### src/rtl/sd_rsp_rx.sv
// SD card 48-bit command-response receiver: waits (bounded) for a start bit on CMD,
// shifts in the frame, checks CRC7 plus transmission/end bits, and reports the fields.
module sd_rsp_rx #(
  parameter int TIMEOUT = 64
) (
  input  logic        sdClk,
  input  logic        rspRst,
  input  logic        cmdIn,
  input  logic        rxEn,
  output logic        busy,
  output logic [5:0]  rspIdx,
  output logic [31:0] rspArg,
  output logic [6:0]  rspCrc,
  output logic        rspDone,
  output logic        crcErr,
  output logic        frmErr,
  output logic        timeoutErr
);

  localparam int CNT_W = (TIMEOUT > 2) ? $clog2(TIMEOUT) : 1;
  localparam logic [CNT_W-1:0] WAIT_LAST = CNT_W'(TIMEOUT - 1);

  localparam logic [5:0] LAST_CRC_BIT   = 6'd39;
  localparam logic [5:0] LAST_FIELD_BIT = 6'd46;
  localparam logic [5:0] END_BIT        = 6'd47;

  typedef enum logic [1:0] {
    IDLE       = 2'd0,
    WAIT_START = 2'd1,
    RX         = 2'd2,
    DONE       = 2'd3
  } state_t;

  state_t           state_r;
  logic [CNT_W-1:0] wait_cnt_r;
  logic [5:0]       bit_cnt_r;
  logic [6:0]       crc_r;
  logic [6:0]       crc_field_r;
  // Frame bits 1..39; bit 0 is the start bit and always 0, so it is not kept.
  logic [38:0]      shift_r;

  function automatic logic [6:0] crc7_step(input logic [6:0] crc, input logic din);
    logic fb;
    fb = din ^ crc[6];
    return {crc[5:0], 1'b0} ^ (fb ? 7'h09 : 7'h00);
  endfunction

  // Single FSM: capture datapath and all registered outputs.
  always_ff @(posedge sdClk) begin
    if (rspRst) begin
      state_r     <= IDLE;
      wait_cnt_r  <= '0;
      bit_cnt_r   <= 6'd0;
      crc_r       <= 7'h00;
      crc_field_r <= 7'h00;
      shift_r     <= 39'd0;
      busy        <= 1'b0;
      rspIdx      <= 6'd0;
      rspArg      <= 32'd0;
      rspCrc      <= 7'h00;
      rspDone     <= 1'b0;
      crcErr      <= 1'b0;
      frmErr      <= 1'b0;
      timeoutErr  <= 1'b0;
    end else begin
      rspDone <= 1'b0;
      case (state_r)
        IDLE: begin
          if (rxEn) begin
            state_r    <= WAIT_START;
            busy       <= 1'b1;
            wait_cnt_r <= '0;
            crc_r      <= 7'h00;
            crcErr     <= 1'b0;
            frmErr     <= 1'b0;
            timeoutErr <= 1'b0;
          end else begin
            busy <= 1'b0;
          end
        end

        // A start bit on the final allowed sample still wins over the timeout.
        WAIT_START: begin
          if (!cmdIn) begin
            state_r   <= RX;
            bit_cnt_r <= 6'd1;
            crc_r     <= crc7_step(crc_r, 1'b0);
          end else if (wait_cnt_r == WAIT_LAST) begin
            state_r    <= DONE;
            timeoutErr <= 1'b1;
            rspDone    <= 1'b1;
          end else begin
            wait_cnt_r <= wait_cnt_r + CNT_W'(1'b1);
          end
        end

        RX: begin
          if (bit_cnt_r <= LAST_CRC_BIT) begin
            crc_r   <= crc7_step(crc_r, cmdIn);
            shift_r <= {shift_r[37:0], cmdIn};
          end else if (bit_cnt_r <= LAST_FIELD_BIT) begin
            crc_field_r <= {crc_field_r[5:0], cmdIn};
          end else begin
            crc_field_r <= crc_field_r;
          end

          if (bit_cnt_r == END_BIT) begin
            state_r <= DONE;
            rspIdx  <= shift_r[37:32];
            rspArg  <= shift_r[31:0];
            rspCrc  <= crc_field_r;
            crcErr  <= (crc_r != crc_field_r);
            frmErr  <= shift_r[38] | ~cmdIn;
            rspDone <= 1'b1;
          end else begin
            bit_cnt_r <= bit_cnt_r + 6'd1;
          end
        end

        DONE: begin
          state_r <= IDLE;
          busy    <= 1'b0;
        end

        default: begin
          state_r <= IDLE;
          busy    <= 1'b0;
        end
      endcase
    end
  end

endmodule

### config.mk
export PLATFORM = sky130hd
export DESIGN_NAME = sd_rsp_rx
export DESIGN_NICKNAME = d
export VERILOG_FILES = /design/src/rtl/sd_rsp_rx.sv
export SDC_FILE = /design/constraint.sdc
export NUM_CORES = 1
export LEC_CHECK = 0
export CAP_MARGIN = 25
export CORE_ASPECT_RATIO = 1.2
export CORE_UTILIZATION = 35
export DETAILED_ROUTE_END_ITERATION = 6
export GPL_TIMING_DRIVEN = 0
export PLACE_DENSITY_LB_ADDON = 0.1
export SETUP_SLACK_MARGIN = 0.4
export SLEW_MARGIN = 20
export SYNTH_ARGS = -nofsm -noshare
export SYNTH_HDL_FRONTEND = slang
export SYNTH_SLANG_ARGS = --single-unit
### constraint.sdc
create_clock -name sdClk -period 2.4 [get_ports sdClk]
set_input_delay 0.72 -clock sdClk [delete_from_list [all_inputs] [get_ports sdClk]]
set_output_delay 0.72 -clock sdClk [all_outputs]
set_load 0.01 [all_outputs]
### Yosys cells after proc, flatten, opt, wreduce, memory -nomap -nowiden

Index checks and enable logic that the tools add are counted.

* bits in registers: 117
* bits of input ports: 4
* output and inout bits: 50
* logic and storage cells: 86

* add/sub/neg operators: 2
* magnitude comparators: 2
* equal/unequal tests: 15
* mux-type cells: 32
* bitwise operators: 6
* reduce and logical (&&, ||, !) cells: 15

Operators by type and width (count)
* $mux 6: 5
* $pmux 6 s2: 2
* $mux 7: 3
* $pmux 7 s3: 1
* $ne 2x2->1 const B: 8
* $xor 7x4->7: 2
* $add 6x1->6 const B: 2
* $eq 6x6->1 const B: 2
* $le 6x6->1 const B: 2
* $reduce_and 3->1: 4
* $reduce_and 4->1: 3
* $pmux 1 s2: 5
* $mux 1: 9
* $mux 2: 4
* $mux 4: 2
* $pmux 2 s4: 1
* $reduce_bool 2->1: 4
* $ne 7x7->1: 1
* $eq 2x2->1 const B: 2
* $reduce_and 2->1: 2
* $ne 3x3->1 const B: 1
* $reduce_bool 3->1: 1
* $eq 2x1->1 const B: 1
* $logic_not 2->1: 1
* 3 further kinds: 4

### Longest topological paths before layout

Gate-level depths: netlist (run 1).

* depth after elaboration: 5
* mapped depth: 9
* depth with buffers taken out: 6

### Worst setup path before layout (run 1)

No wires, ideal clock.

* kind: in2reg
* start: input port cmdIn
* end: register wait_cnt_r[0]
* setup time: 70 ps
* arrival: 1877 ps
* data required time: 2330 ps
* slack: 453 ps
* stages on the path: 6
* buffers on the path: 2
* cell sequence: buf_2 > and2_1 > buf_2 > o21ai_1 > or4b_1 > a21oi_1

* longest elaborated chain between the ends: 2

RTL lines
* start: declaration: RTL line 8 `input logic cmdIn,`
* $ne 2x2->1 (no source line)
* $reduce_and 4->1 (no source line)
* end signal: assignment: RTL line 93 `wait_cnt_r <= wait_cnt_r + CNT_W'(1'b1);`
* end: declaration: RTL line 35 `logic [CNT_W-1:0] wait_cnt_r;`

No other way between the ends.
A chain may end at the register's enable or synchronous reset.

### Final worst setup path (run 1)

* start: register state_r[1]
* end: register bit_cnt_r[3]

* longest elaborated chain between the ends: 3
* elaborated cells between the ends (all ways): 7
* those cells by class: 4 x eq/ne; 1 x mux; 2 x reduce/logical

RTL lines
* start: declaration: RTL line 34 `state_t state_r;`
* start signal: assignment: RTL line 51 `state_r <= IDLE;`
* start signal: assignment: RTL line 70 `state_r <= WAIT_START;`
* start signal: assignment: RTL line 85 `state_r <= RX;`
* $eq 2x2->1 / $eq 2x1->1 (equally long branches): RTL line 67 `case (state_r)`
* $ne 2x2->1 (no source line) / $reduce_bool 2->1 (equally long branches)
* $reduce_and 3->1 (no source line)
* end signal: assignment: RTL line 116 `bit_cnt_r <= bit_cnt_r + 6'd1;`
* end: declaration: RTL line 36 `logic [5:0] bit_cnt_r;`

Parallel ways exist; a longest one is shown, timed or not.

==> results of run 1 <==
power breakdown:
group	internal (W)	leakage (nW)	total [W]	switching [W]
logic	0.000390	1.75	0.000971	0.000581
clock network	0.00174	0.300	0.00257	0.000835
registers	0.00200	0.944	0.00207	0.0000665
sequential cells by signal, indices dropped and copies added, names as in the netlist, 2 cells and up:
name and cells:
shift_r 39, crc_r 7, rspArg 32, rspIdx 6
bit_cnt_r 6, wait_cnt_r 6, rspCrc 7, state_r 2
crc_field_r 7
routing by layer:
layer  global-route usage [%]  vias up  wire length (um)
li1                         -     1944                 -
met1                    20.11     1793              4924
met2                    27.76       52              5156
met3                    4.175        8               283
met4                    6.044        0                93
met5                        0        -                 0
repair_timing:
| item | 4_1_cts | 5_1_grt |
|---|---|---|
| endpoints found under the setup margin | 87 | 86 |
| gates resized for setup | 36 | 39 |
| setup buffers | 1 | 0 |
| pin swaps | 1 | 0 |
synthesized netlist by cell type (all sizes together), types with 3 or more instances:
cell / n
nor4: 3
mux2i: 55
a21oi: 54
ha: 10
a21boi: 5
nor2: 44
xnor2: 9
nand2b: 6
nand3: 11
nor2b: 3
nand2: 122
o21ai: 11
clkbuf: 20
dfxtp: 117
inv: 7
buf: 13
nand4b: 3
o31ai: 5
worst reg2reg max path, cell delays in order, from the launching register on:
cell,delay [ns]
dfxtp_1,0.42
inv_1,0.11
ha_1,0.22
clkbuf_2,0.21
nand2_1,0.14
o21ai_1,0.15
or4_1,0.49
a21boi_1,0.15
kinds of logic (layout without fill, tap and decap cells):
family / after synthesis / count (layout) / share of synthesized area, %
AO/OA/AOI/OAI: 90 / 90 / 11.13
multiplexers: 55 / 55 / 11.63
AND/OR/NAND/NOR: 208 / 208 / 19.17
buffers and inverters: 41 / 125 / 3.887
XOR/XNOR: 11 / 11 / 2.036
adder cells (fa/ha/maj): 10 / 10 / 2.644
flip-flops: 117 / 117 / 49.50
layout make-up:
| cell class | count | area [um^2] | share of cell area, % |
|---|---|---|---|
| sequential | 117 | 2344 | 38.08 |
| clock buffer | 24 | 491.7 | 7.991 |
| inverter | 8 | 30.03 | 0.4880 |
| multi-input combinational | 374 | 2241 | 36.42 |
| tap | 168 | 210.2 | 3.416 |
| clock inverter | 8 | 121.4 | 1.972 |
| timing repair buffer | 52 | 541.8 | 8.804 |
| buffer | 33 | 173.9 | 2.826 |
metrics by stage:
step	std cells	util [%]	TNS (ns)	power [W]	instance area (um^2)
after floorplan	532	-	0	0.002807	4732
after detailed placement	751	41.37	-0.1484	0.003029	5453
after global placement	751	41.37	-0.02421	0.003013	5453
after CTS	784	45.97	0	0.005649	6058
after global routing	784	46.69	0	0.005918	6153
final	784	46.69	0	0.005616	6153
path summary, 6_finish.rpt:
path | endpoint | slack (ns) | depth (start not counted) | startpoint
worst max register to register | bit_cnt_r[3] | 0.43 | 7 | state_r[1]
worst min-delay path | rspArg[24] | 0.45 | 2 | rspArg[24]
worst min register to register | rspArg[24] | 0.45 | 2 | rspArg[24]
worst max-delay path | bit_cnt_r[3] | 0.43 | 7 | state_r[1]
==> flow_metrics.tcl, run 1 <==
set metrics [dict create \
    final_cell_mix "nand2_1 (122), dfxtp_1 (116), mux2i_1 (55)" \
    grt_max_degree 17 \
    synth_edf_count 0 \
    grt_pass1_vias 3652 \
    yosys_warnings 0 \
    die_h_um 129.4 \
    cap_violations 0 \
    hold_class "reg -> reg" \
    clock-root-buffer "clkbuf_16" \
    layout_commonest_cell "nand2_1" \
    drt_wl_total_um 10460 \
    fill_cells 1354 \
    antenna_cells 0 \
    drv_slew 0 \
    cts_hold_buf 0 \
    viasPerCell 4.843 \
    core-area_mm2 0.01318 \
    cpPeakStageDelay_ns 0.49 \
    drc 0 \
    relSlewSlack_pct 60.37 \
    place.gp.congestion 0.8470 \
    yosysTopAreaCell "dfxtp_1" \
    finalHoldViolations 0 \
    place_ws_ns -0.05575 \
    syn_nets 546 \
    tritoncts "built" \
    die_x_um 108.1 \
    htree_levels 4 \
    max_freq_mhz 508.7 \
    finalCritPeriodShare_pct 81.91 \
    synth_area_leaders "dfxtp_1 (49%), mux2i_1 (12%), nand2_1 (9.7%)" \
    grt_pass1_wl_um 17820 \
    initial_core_util_pct 35.90 \
    setup_ws_ns 0.4343 \
    rsz0062_at_grt "true" \
    end_kind "register" \
    ioPinCount 54 \
    syn_area_mm2 0.004732 \
    clkLatencyLatePin_ns 0.40 \
    firstDrtPassIters 4 \
    peakVddDrop_mv 0.3908 \
    yosysUniqueCellTypes 46 \
    critical_path_class "reg -> reg" \
    worst_ep_arrival_time_ns 2.29 \
    yosysSeqAreaShare_pct 49.50 \
    overflow 0 \
    numCtsBuffers 17 \
    syn_to_final_growth_pct 30.04 \
    wire_per_inst_um 13.34 \
    antenna_found_initial 0 \
    crit_path_start_kind "register" \
    cp_data_required_time_ns 2.73 \
    ant_nets 0 \
    power_density_mw_per_mm2 912.6 \
    synth_seq_cells 117 \
    finalSetupViolations 0 \
    fin_crit_ns 1.966 \
    rows 46 \
    synthArstFlopShare_pct 0 \
    drive_gt1_share_pct 9.740 \
    tightest_slew_ns 0.5944 \
    p_leak_nw 2.992 \
    final_nets 617 \
    status "finished, final reports clean" \
    skew_ns 0.005973 \
    first_iter_violations 215 \
    dr_total_vias 3797 \
    cts.sinks 117 \
    io_buffers 51 \
    slowest_stage "or4_1" \
    crit_chain "inv_1 > ha_1 > clkbuf_2 > nand2_1 > o21ai_1 > or4_1 > a21boi_1" \
    die-area_mm2 0.01399 \
    path_delay_family "simple AND/OR/NAND/NOR gates" \
    path_max_fanout 10 \
    hold_ws_ns 0.4482 \
    path_clk_slew_ns 0.05 \
    track_usage_pct 16.45 \
    hpwl_um 7555 \
    cp_num_buf_inv 2 \
    syn_area_per_cell_um2 8.895 \
    synth_cells 532 \
    cts_buffer_depth 2 \
    yosys.area.top_type_share_pct 49.50 \
    ys.flop_type "dfxtp_1" \
]
No activity file was read; power rests on OpenSTA's default activity.
==> run 2, diff against run 1 <==
- clock period: 2.4 -> 1.64 ns (I/O delays scaled with it)
==> run 2 against run 1 <==
Effect of this change:
- the run now ends with negative setup slack left
- non-clock buffer count rose by 46
- utilization grew 9.4 points
- clock power is 46% higher
- clock-buffer cell count is the same
- clock skew grew 0.0029 ns
- power up 67%
- critical path depth grew 1
- design area up 20%
- highest routed layer unchanged
==> flow_metrics.tcl, run 2 (synthesis results as in run 1) <==
set metrics [dict create \
    status "finished with violations" \
    violations "negative setup slack" \
    internal_power_w 0.006760 \
    largest_reg_flops 39 \
    cts_buffer_depth 2 \
    path_delay_family "buffers and inverters" \
    regToRegEndpoint "rspCrc[5]" \
    place.gp.congestion 0.8520 \
    crit_path_start_kind "register" \
    path_depth 8 \
    critical_path_class "reg -> reg" \
    skew_ns 0.008902 \
    antenna_found_initial 0 \
    drt_wl_total_um 12200 \
    die_h_um 129.4 \
    cp_data_required_time_ns 1.91 \
    power.share.combinational_pct 26.9 \
    p_leak_nw 3.238 \
    reg2reg_depth 8 \
    drive_gt1_share_pct 43.87 \
    finalSetupViolations 27 \
    wire_per_inst_um 14.72 \
    syn_to_final_growth_pct 56.21 \
    clock-root-buffer "clkbuf_16" \
    cap_violations 0 \
    reg2reg_from "bit_cnt_r[0]" \
    grt_max_degree 17 \
    slowest_stage "dfxtp_4" \
    firstDrtPassIters 4 \
    wl_met1_um 5294 \
    reg2reg_slack_ns -0.05 \
    drv_slew 0 \
    wl_met3_um 404 \
    p_switching_w 0.002598 \
    die-area_mm2 0.01399 \
    htree_levels 4 \
    path_max_fanout 10 \
    ant_nets 0 \
    path_clk_slew_ns 0.05 \
    fin_cells 829 \
    top_register "shift_r" \
    tightest_slew_ns 0.6598 \
    crit_chain "ha_4 > and3_4 > buf_6 > buf_4 > nand3_4 > clkbuf_16 > nand2_1 > a21oi_2" \
    stdcell_area_mm2 0.007392 \
    dp.cells 751 \
    drc 0 \
    power_w 0.009358 \
    tritoncts "built" \
    max_freq_mhz 590.8 \
    cpPeakStageDelay_ns 0.38 \
    rsz0062_at_grt "true" \
    endpoint "rspCrc[5]" \
    end_kind "register" \
    ioPinCount 54 \
    relSlewSlack_pct 56.02 \
    grt_pass1_vias 3892 \
    cts.sinks 117 \
    viasPerCell 4.936 \
    clkPwrFrac_pct 40.2 \
    dr_total_vias 4092 \
    final_nets 664 \
    rows 46 \
    placedInstanceArea_mm2 0.005692 \
    first_iter_violations 176 \
    p_sw_share_pct 27.76 \
    power_density_mw_per_mm2 1266 \
    wl_met2_um 6291 \
    finalHoldViolations 0 \
    seqPwrFrac_pct 32.9 \
    place_ws_ns -0.6085 \
    worst_ep_arrival_time_ns 1.96 \
    top_layer_used "met4" \
    track_usage_pct 17.26 \
    startpoint "bit_cnt_r[0]" \
    hpwl_um 7599 \
    peakVddDrop_mv 0.7748 \
    core-area_mm2 0.01318 \
    cp_num_buf_inv 3 \
    antenna_cells 0 \
    final_cell_mix "nand2_1 (101), dfxtp_1 (62), buf_6 (61)" \
    die_x_um 108.1 \
    initial_core_util_pct 35.90 \
    overflow 0 \
    clkLatencyLatePin_ns 0.40 \
    finalCritPeriodShare_pct 103.2 \
    fin_crit_ns 1.693 \
    numCtsBuffers 17 \
    io_buffers 51 \
    top_regs "shift_r: 39 flops, rspArg: 32 flops" \
    hold_class "in -> reg" \
    layout_commonest_cell "nand2_1" \
    grt_pass1_wl_um 18710 \
    setup_ws_ns -0.05274 \
]
run 2: layout make-up:
| type | count | area, um^2 |
|---|---|---|
| Buffer | 33 | 361.6 |
| Clock buffer | 24 | 521.8 |
| Clock inverter | 6 | 91.34 |
| Fill cell | 1178 | 5788 |
| Inverter | 8 | 38.79 |
| Multi-Input combinational cell | 375 | 2696 |
| Sequential cell | 117 | 2421 |
| Tap cell | 168 | 210.2 |
| Timing Repair Buffer | 98 | 1051 |
run 2: per-layer routing:
metal / GRT usage [%] / vias to the layer above
met4: 7.333 / 0
li1: - / 2054
met3: 3.974 / 15
met1: 20.38 / 1949
met5: 0 / -
met2: 29.82 / 74
run 2: power by group through the flow:
stage	sequential (W)	combinational (W)	clock [W]
3_5_place_dp	0.00313	0.00168	0
4_1_cts	0.00307	0.00234	0.00383
2_1_floorplan	0.00312	0.00135	0
6_report	0.00308	0.00251	0.00376
3_3_place_gp	0.00313	0.00166	0
5_1_grt	0.00310	0.00268	0.00397
run 2: worst min path at each step:
stage                             start  cells after the start             end  slack (ns)
final                             cmdIn                      2  crc_field_r[0]        0.38
after global routing              cmdIn                      2  crc_field_r[0]        0.38
after CTS                         cmdIn                      2  crc_field_r[0]        0.37
after detailed placement     rspArg[24]                      2      rspArg[24]        0.45
after global placement       rspArg[22]                      2      rspArg[22]        0.44
after floorplan           wait_cnt_r[5]                      2   wait_cnt_r[5]        0.44
run 2: repair_timing:
action                     CTS  global route
gates resized for setup    359            73
pin swaps                   17            21
setup buffers               27            14
cloned                       2             5
setup endpoints to repair  166           167
hold buffers                 0             0
run 2: per-stage QoR:
step / util (%) / hold WS (ns) / setup TNS [ns]
after floorplan: - / 0.4429 / 0
after global placement: 43.18 / 0.4447 / -11.79
after detailed placement: 43.18 / 0.4478 / -12.14
after CTS: 52.53 / 0.3663 / -0.3026
after global routing: 56.09 / 0.3815 / -6.555
final: 56.09 / 0.3762 / -0.7790
==> run 3, diff against run 2 <==
- ABC_CLOCK_PERIOD_IN_PS: unset -> 1640
- CORE_MARGIN: unset -> 5
==> run 3 against run 2 <==
Effect of this change:
- the flow still finishes with violations (negative setup slack)
- non-clock buffer count up 12
- largest cell class unchanged
- clock-buffer cell count down 4
- global-route usage down 1.6 points
- worst hold slack worse by 0.0082 ns
- die area up 14%
- wire length up 1.8%
- utilization up 3.0 points
- power up 3.7%
- setup slack worse by 0.013 ns
- critical endpoint is now bit_cnt_r[3]
- critical path type unchanged
- via count up 1.3%
- register-to-register slack about the same
==> flow_metrics.tcl, run 3 (synthesis results as in run 1) <==
set metrics [dict create \
    final_nets 675 \
    fin_util_pct 59.04 \
    internal_power_w 0.006910 \
    drive_gt1_share_pct 52.08 \
    cp_data_required_time_ns 1.98 \
    stdcell_area_mm2 0.007815 \
    dr_total_vias 4146 \
    overflow 0 \
    critical_path.most_common_cell "and3_4" \
    antenna_cells 0 \
    rows 46 \
    track_usage_pct 15.69 \
    grt_pass1_vias 4083 \
    max_freq_mhz 586.3 \
    drv_slew 0 \
    io_buffers 51 \
    relSlewSlack_pct 52.52 \
    top_register "shift_r" \
    layout_commonest_cell "nand2_1" \
    grt_pass1_wl_um 19820 \
    clkPwrFrac_pct 37.5 \
    ioPinCount 54 \
    clkLatencyLatePin_ns 0.41 \
    firstDrtPassIters 5 \
    power.share.combinational_pct 30.6 \
    antenna_found_initial 0 \
    peakVddDrop_mv 0.6982 \
    syn_to_final_growth_pct 65.15 \
    p_sw_share_pct 28.81 \
    ant_nets 0 \
    tritoncts "built" \
    initial_core_util_pct 35.75 \
    cts.sinks 117 \
    skew_ns 0.006224 \
    end_kind "register" \
    fill_cells 1104 \
    drc 0 \
    violations "negative setup slack" \
    numCtsBuffers 17 \
    die-area_mm2 0.01596 \
    crit_chain "ha_4 > and3_4 > buf_6 > and3_4 > buf_8 > or4_1 > a21boi_1" \
    largest_reg_flops 39 \
    crit_path_start_kind "register" \
    power_w 0.009705 \
    core-area_mm2 0.01324 \
    hold_class "in -> reg" \
    fin_crit_ns 1.705 \
    p_switching_w 0.002796 \
    finalSetupViolations 27 \
    cp_num_buf_inv 2 \
    cap_violations 0 \
    first_iter_violations 140 \
    path_delay_family "simple AND/OR/NAND/NOR gates" \
    worst_ep_arrival_time_ns 2.05 \
    tightest_slew_ns 0.7121 \
    rsz0062_at_grt "true" \
    finalCritPeriodShare_pct 104.0 \
    slowest_stage "or4_1" \
    top_regs "shift_r: 39 flops, rspArg: 32 flops" \
    finalHoldViolations 0 \
    die_x_um 116.1 \
    power_density_mw_per_mm2 1242 \
    placedInstanceArea_mm2 0.005692 \
    path_max_fanout 6 \
    wire_per_inst_um 14.75 \
    cts_buffer_depth 2 \
    path_clk_slew_ns 0.06 \
    viasPerCell 4.924 \
    cpPeakStageDelay_ns 0.40 \
    p_leak_nw 3.385 \
    htree_levels 4 \
    grt_max_degree 17 \
    hold_ws_ns 0.3680 \
    status "finished with violations" \
    seqPwrFrac_pct 31.9 \
    drt_wl_total_um 12420 \
    die_h_um 137.4 \
    place.gp.congestion 0.8204 \
    critical_path_class "reg -> reg" \
    final_cell_mix "nand2_1 (80), buf_6 (66), dfxtp_1 (59)" \
    hpwl_um 7748 \
    clock-root-buffer "clkbuf_16" \
    multi_input_area_mm2 0.002895 \
    setup_ws_ns -0.06549 \
    seq_area_mm2 0.002425 \
    place_ws_ns -0.6013 \
]
## run 3: cell types whose count changed in the layout (fill, tap and decap cells not counted), moves of 5 or more
cell,before,now
a21oi_1,35,20
clkbuf_8,10,2
a21oi_2,18,33
nand2_4,13,19
nand2_1,101,80
nand2_2,8,23
buf_6,61,66
## run 3: power by group through the flow
stage	Combinational [W]	Sequential [W]	Clock, W
final	0.00297	0.00309	0.00364
after global routing	0.00317	0.00311	0.00383
after CTS	0.00256	0.00307	0.00370
after detailed placement	0.00167	0.00314	0
after global placement	0.00165	0.00313	0
after floorplan	0.00135	0.00312	0
## run 3: metrics by stage
| step | cells | setup TNS [ns] |
|---|---|---|
| after floorplan | 532 | 0 |
| after global placement | 751 | -12.54 |
| after detailed placement | 751 | -13.15 |
| after CTS | 817 | -0.3087 |
| after global routing | 842 | -6.628 |
| final | 842 | -0.6983 |
## run 3: final timing paths
kind                start           end  slack [ns]  cells after the start
max          bit_cnt_r[0]  bit_cnt_r[3]       -0.07                      7
min                 cmdIn    timeoutErr        0.37                      3
max reg2reg  bit_cnt_r[0]  bit_cnt_r[3]       -0.07                      7
min reg2reg    rspArg[19]    rspArg[19]        0.46                      2
## run 3: repair_timing
item / in CTS / in global routing
setup endpoints to repair: 166 / 167
resized for setup: 408 / 104
pin swaps: 23 / 40
cloned: 3 / 7
hold buffers: 0 / 0
setup buffers: 31 / 18
## run 3: per-layer routing
metal / track usage (%) / part of all wire (%)
met3: 3.998 / 3.1
met5: 0 / 0
met2: 27.03 / 52
met1: 18.52 / 43
met4: 6.319 / 1.7
## run 3: worst min-delay path, delay by kind of cell
kind	cells	cell delay (ns)
AOI/OAI and AO/OA	2	0.12
buffers and inverters	1	0.12
## run 3: area by class of cell
type,count,share of cell area (%)
multi-input cells,374,37.05
clock inverters,12,1.649
well taps,168,2.690
plain buffers,33,5.091
repair buffers,110,16.15
flip-flops and latches,117,31.03
inverters,8,0.4963
clock buffers,20,5.844
